**config.mk**
```make
export PLATFORM = sky130hd
export DESIGN_NAME = fifo_beat_reader_flat
export DESIGN_NICKNAME = d
export VERILOG_FILES = /design/src/rtl/fifo_beat_reader_pkg.sv /design/src/rtl/fifo_beat_reader_if.sv /design/src/rtl/fifo_beat_reader.sv /design/src/flat_wrapper.sv
export SDC_FILE = /design/constraint.sdc
export NUM_CORES = 1
export LEC_CHECK = 0
export ABC_AREA = 1
export CORE_AREA = 2 2 224 226
export CTS_CLUSTER_DIAMETER = 200
export DETAILED_ROUTE_END_ITERATION = 8
export DIE_AREA = 0 0 226 228
export GPL_ROUTABILITY_DRIVEN = 0
export PLACE_DENSITY = 0.76
export SYNTH_ARGS = -nofsm -noshare
export SYNTH_HDL_FRONTEND = slang
export SYNTH_SLANG_ARGS = --single-unit
```
**constraint.sdc**
```tcl
create_clock -name clk -period 2.2 [get_ports clk]
set_input_delay 0.44 -clock clk [delete_from_list [all_inputs] [get_ports clk]]
set_output_delay 0.44 -clock clk [all_outputs]
set_load 0.01 [all_outputs]
```
**src/rtl/fifo_beat_reader_pkg.sv**
```systemverilog
// Shared types and defaults for the FIFO beat reader slice.
package fifo_beat_reader_pkg;

    localparam int DEF_IN_WIDTH  = 512;
    localparam int DEF_OUT_WIDTH = 32;
    localparam int DEF_CNT_WIDTH = 32;

    // Reader occupancy: idle (nothing loaded) or holding an entry being serialized.
    typedef enum logic {
        RD_IDLE = 1'b0,
        RD_HOLD = 1'b1
    } rd_state_t;

    // Beat counter width; a single-beat entry still needs a 1-bit counter.
    function automatic int beat_width(input int ratio);
        return (ratio <= 1) ? 1 : $clog2(ratio);
    endfunction

endpackage

```
**src/rtl/fifo_beat_reader_if.sv**
```systemverilog
// FIFO read port plus narrow beat stream seen by the reader.
interface fifo_beat_reader_if
    import fifo_beat_reader_pkg::*;
#(
    parameter int IN_WIDTH  = DEF_IN_WIDTH,
    parameter int OUT_WIDTH = DEF_OUT_WIDTH
);
    logic [IN_WIDTH-1:0]  i_fifo_data;
    logic                 i_fifo_empty;
    logic                 o_fifo_ren;
    logic                 o_valid;
    logic                 i_ready;
    logic [OUT_WIDTH-1:0] o_data;
    logic                 o_last;

    // Reader side: consumes the FIFO head, produces beats.
    modport master (
        input  i_fifo_data, i_fifo_empty, i_ready,
        output o_fifo_ren, o_valid, o_data, o_last
    );

    // Environment side: FIFO and beat consumer.
    modport slave (
        output i_fifo_data, i_fifo_empty, i_ready,
        input  o_fifo_ren, o_valid, o_data, o_last
    );
endinterface

```
**src/rtl/fifo_beat_reader.sv**
```systemverilog
// fifo_beat_reader: pops wide FIFO entries and emits them as narrow
// valid/ready beats, LSB first, flagging the final beat of each entry.
module fifo_beat_reader
    import fifo_beat_reader_pkg::*;
#(
    parameter int IN_WIDTH  = DEF_IN_WIDTH,
    parameter int OUT_WIDTH = DEF_OUT_WIDTH,
    parameter int CNT_WIDTH = DEF_CNT_WIDTH
) (
    input  logic                  clk,
    input  logic                  i_rst,
    fifo_beat_reader_if.master    bus,
    output logic [CNT_WIDTH-1:0]  o_pop_cnt
);
    localparam int RATIO  = IN_WIDTH / OUT_WIDTH;
    localparam int BEAT_W = beat_width(RATIO);
    localparam logic [BEAT_W-1:0] LAST_BEAT = BEAT_W'(RATIO - 1);

    if (IN_WIDTH % OUT_WIDTH != 0) begin : g_width_check
        $error("fifo_beat_reader: IN_WIDTH (%0d) is not a multiple of OUT_WIDTH (%0d)",
               IN_WIDTH, OUT_WIDTH);
    end

    rd_state_t             r_state;
    logic [IN_WIDTH-1:0]   r_sreg;
    logic [BEAT_W-1:0]     r_beat;
    logic [CNT_WIDTH-1:0]  r_pop_cnt;

    logic w_hold;
    logic w_last;
    logic w_fire;
    logic w_done;
    logic w_ren;

    assign w_hold = (r_state == RD_HOLD);
    assign w_last = w_hold && (r_beat == LAST_BEAT);
    assign w_fire = w_hold && bus.i_ready;
    assign w_done = w_fire && w_last;
    // Refill only when idle or the final beat leaves this cycle, and never on empty.
    assign w_ren  = !i_rst && !bus.i_fifo_empty && (!w_hold || w_done);

    assign bus.o_fifo_ren = w_ren;
    assign bus.o_valid    = w_hold;
    assign bus.o_data     = r_sreg[OUT_WIDTH-1:0];
    assign bus.o_last     = w_last;
    assign o_pop_cnt      = r_pop_cnt;

    // Load on pop, shift on accepted non-final beat, release on final beat.
    always_ff @(posedge clk) begin
        if (i_rst) begin
            r_state   <= RD_IDLE;
            r_sreg    <= '0;
            r_beat    <= '0;
            r_pop_cnt <= '0;
        end else if (w_ren) begin
            r_state   <= RD_HOLD;
            r_sreg    <= bus.i_fifo_data;
            r_beat    <= '0;
            r_pop_cnt <= r_pop_cnt + CNT_WIDTH'(1);
        end else if (w_fire && !w_last) begin
            r_sreg    <= r_sreg >> OUT_WIDTH;
            r_beat    <= r_beat + BEAT_W'(1);
        end else if (w_done) begin
            r_state   <= RD_IDLE;
        end
    end
endmodule
```
**src/flat_wrapper.sv**
```systemverilog
// flat-port wrapper written by rule: the top's interface ports become plain ports
module fifo_beat_reader_flat import fifo_beat_reader_pkg::*;
#(
    parameter int IN_WIDTH  = DEF_IN_WIDTH,
    parameter int OUT_WIDTH = DEF_OUT_WIDTH,
    parameter int CNT_WIDTH = DEF_CNT_WIDTH
)
  (clk, i_rst, o_pop_cnt, bus_i_fifo_data, bus_i_fifo_empty, bus_i_ready, bus_o_fifo_ren, bus_o_valid, bus_o_data, bus_o_last);
  fifo_beat_reader_if #(.IN_WIDTH(IN_WIDTH), .OUT_WIDTH(OUT_WIDTH)) bus_i ();
  input  logic clk;
  input  logic i_rst;
  output logic [CNT_WIDTH-1:0] o_pop_cnt;
  input wire logic [$bits(bus_i.i_fifo_data)-1:0] bus_i_fifo_data;
  input wire logic [$bits(bus_i.i_fifo_empty)-1:0] bus_i_fifo_empty;
  input wire logic [$bits(bus_i.i_ready)-1:0] bus_i_ready;
  output wire logic [$bits(bus_i.o_fifo_ren)-1:0] bus_o_fifo_ren;
  output wire logic [$bits(bus_i.o_valid)-1:0] bus_o_valid;
  output wire logic [$bits(bus_i.o_data)-1:0] bus_o_data;
  output wire logic [$bits(bus_i.o_last)-1:0] bus_o_last;
  assign bus_i.i_fifo_data = bus_i_fifo_data;
  assign bus_i.i_fifo_empty = bus_i_fifo_empty;
  assign bus_i.i_ready = bus_i_ready;
  assign bus_o_fifo_ren = bus_i.o_fifo_ren;
  assign bus_o_valid = bus_i.o_valid;
  assign bus_o_data = bus_i.o_data;
  assign bus_o_last = bus_i.o_last;
  fifo_beat_reader #(.IN_WIDTH(IN_WIDTH), .OUT_WIDTH(OUT_WIDTH), .CNT_WIDTH(CNT_WIDTH)) u_core (.clk(clk), .i_rst(i_rst), .bus(bus_i), .o_pop_cnt(o_pop_cnt));
endmodule
```
==> out/results.tsv <==
stage	metric	value	unit
status	outcome	complete, no violations	
grt	grt_max_degree	198	
clocking	path_clk_slew	0.06	ns
clocking	clock_tree.htree_level_count	2	
logic_synthesis	synth_top_family_by_area	simple AND/OR/NAND/NOR gates	
finish	fin_area	30990	um^2
finish	final_nets	4085	
placement	place_ws	-0.1090	ns
logic_synthesis	synthTopCellsByArea	dfxtp_1 49%, nand2_1 25%, a31oi_1 13%, buf_2 2.5%, clkbuf_1 1.5%	
finish	final_core_utilization	0.6279	
power_and_ir_drop	ir_drop	0.6081	mV
clocking	ctsLongestPathBuffers	3	
logic_synthesis	synth_xor_area_frac	0.002734	
clocking	insertion_delay	0.61	ns
worst_setup_path	crit_required	1.76	ns
logic_synthesis	synth_compound_area_frac	0.1556	
logic_synthesis	yosysSeqAreaShare	0.4902	
timing	setup_viol	0	
logic_synthesis	syn-cell-area	22420	um^2
power_and_ir_drop	power.total	23.49	mW
routing	first_iter_violations	2299	
grt	grtUsageTotal	0.2886	
timing	holdWs	0.3046	ns
grt	first_global_vias	21399	
flow_run	max_cap_viol_count	0	
clocking	cts_tree	yes	
logic_synthesis	avgSynthCellArea	7.273	um^2
finish	mostFrequentLayoutCell	nand2_1	
timing	period_needed	2.137	ns
placement	port_buffers	582	
floorplanning	row_count	82	
floorplanning	pin_count	583	
worst_setup_path	reg2reg_slack	0.19	ns
placement	placed_cell_area	29040	um^2
routing	finalWirelength	76.90	mm
floorplanning	die_y	228	um
finish	final_cell_mix	1507 x nand2_1, 579 x clkdlybuf4s50_1, 546 x dfxtp_1, 460 x a31oi_1, 86 x nor2_1	
floorplanning	dieArea	51530	um^2
routing	ant_nets	0	
power_and_ir_drop	power.leakage	10.47	nW
clocking	cts_sinks	549	
timing	min_period_over_period	0.9712	
clocking	cts_hold_buf	0	
routing	first_pass_iters	8	
placement	dp_hpwl	55.89	mm
grt	grt_antenna_before_repair	13	
routing	wl_per_cell	17.91	um
logic_synthesis	yosys-mux-area-fraction	0	
worst_setup_path	start_kind	flop	
floorplanning	dieWidth	226	um
finish	drive_gt1_frac	0.05732	
timing	tns	0	ns
finish	syn_to_final_growth	38.20	%
finish	layout.cells.non_filler	4293	
logic_synthesis	netlist.area_leader.share	0.4902	
placement	dp_cells	4180	
routing	post_drt_via_cell_ratio	5.312	
grt	overflow	0	
finish	fillers	4251	
timing	timing.slew.headroom	0.3302	
logic_synthesis	synth.distinct_cells	29	
timing	rsz0062_at_grt	no	
logic_synthesis	synthSimpleGateAreaFrac	0.2759	
clocking	numCtsBuffers	56	
logic_synthesis	synth-seq-cells	549	
clocking	ctsRootBufferMaster	clkbuf_16	
logic_synthesis	synthCells	3083	
timing	fin_ws	0.06331	ns
timing	fin_worst_skew	0.02132	ns
timing	drv_slew	0	
grt	grt_pass1_wl	117.3	mm
logic_synthesis	ys_warn_count	0	
worst_setup_path	critPathCaptureType	output port	
logic_synthesis	synth_top_area_cell	dfxtp_1	
floorplanning	core	49350	um^2
worst_setup_path	crit_type	flop to output port	
floorplanning	initial_core_util	0.4543	
logic_synthesis	post_synth_fa_ha_maj_area_fraction	0.001116	
logic_synthesis	synth_nets	3601	
worst_setup_path	cp_max_fo	3	
worst_setup_path	arrival	1.70	ns
timing	max_freq	0.4680	GHz
power_and_ir_drop	power_density	758.2	nW/um^2
routing	drc	0	
worst_hold_path	holdCritPathClass	input pin to flop	
timing	tightest_slew	1.005	ns
timing	hold_violations	0	
routing	via_count	22806	
## registers in the layout, summed over array words and instances, names as in the netlist
| name | cells |
|---|---|
| u_core.r_beat | 4 |
| u_core.r_sreg | 512 |
| u_core.bus.o_valid | 1 |
| u_core.o_pop_cnt | 32 |
## layer usage
metal / global-route usage / part of all wire / routed length, um
met5: 0 / 0.00068 / 52
met4: 0.1287 / 0.043 / 3270
met3: 0.05010 / 0.080 / 6187
met2: 0.4863 / 0.48 / 36820
met1: 0.3598 / 0.40 / 30560
## layout make-up
cell class / count / area [um^2] / share of cell area
Antenna cell: 10 / 25.02 / 0.0008076
Clock buffer: 88 / 1713 / 0.05528
Clock inverter: 14 / 155.1 / 0.005007
Inverter: 64 / 262.8 / 0.008479
Multi-Input combinational cell: 2209 / 9799 / 0.3162
Sequential cell: 549 / 11000 / 0.3549
Tap cell: 672 / 840.8 / 0.02713
Timing Repair Buffer: 687 / 7194 / 0.2322
## synthesized netlist by cell type
library cell / instances
buf_2: 113
o31ai_1: 19
dfxtp_1: 549
inv_2: 2
inv_1: 62
buf_4: 35
a22o_1: 1
o21bai_1: 1
nand4_1: 7
nor2_1: 86
a31oi_1: 460
nand2_4: 1
nand3_2: 1
o21ai_0: 45
nand3b_1: 1
ha_1: 2
nand2_1: 1507
xnor2_1: 4
nor3_1: 7
nand2_2: 2
nand3_1: 16
buf_1: 1
o211ai_1: 1
or2_1: 1
buf_6: 22
a21oi_1: 44
clkbuf_1: 89
xor2_1: 3
buf_8: 1
## cells by family after synthesis
| logic type | after synthesis |
|---|---|
| flip-flops | 549 |
| adder cells (fa/ha/maj) | 2 |
| AND/OR/NAND/NOR | 1629 |
| buffers and inverters | 325 |
| XOR/XNOR | 7 |
| AO/OA/AOI/OAI | 571 |
## worst paths after layout
| check | startpoint | to | depth (start not counted) |
|---|---|---|---|
| hold reg to reg | u_core.r_sreg[506]$_SDFFE_PP0P_ | u_core.r_sreg[506]$_SDFFE_PP0P_ | 2 |
| hold / removal | i_rst | u_core.bus.o_valid$_SDFFE_PP0P_ | 4 |
| setup / recovery | u_core.r_beat[1]$_SDFFE_PP0P_ | bus_o_fifo_ren | 6 |
| setup reg to reg | u_core.r_beat[1]$_SDFFE_PP0P_ | u_core.r_sreg[118]$_SDFFE_PP0P_ | 11 |
## critical path, cell delays in order, from the launching register on
cell	delay, ns
dfxtp_2	0.36
ha_4	0.15
nand3_4	0.11
nand2_4	0.10
nand3_4	0.09
inv_8	0.07
clkdlybuf4s15_2	0.21
## timing repair
item	in CTS	in global routing
gates resized for setup	12	2
pin swaps	1	1
setup endpoints to repair	2	1
buffers inserted	0	1
## where the power goes
part | switching (mW) | leakage [nW] | internal, mW | total, mW
Sequential | 0.314 | 4.47 | 10.5 | 10.8
Combinational | 1.49 | 5.07 | 1.60 | 3.08
Clock | 3.98 | 0.924 | 5.67 | 9.64
(Power assumes the default switching activity.)
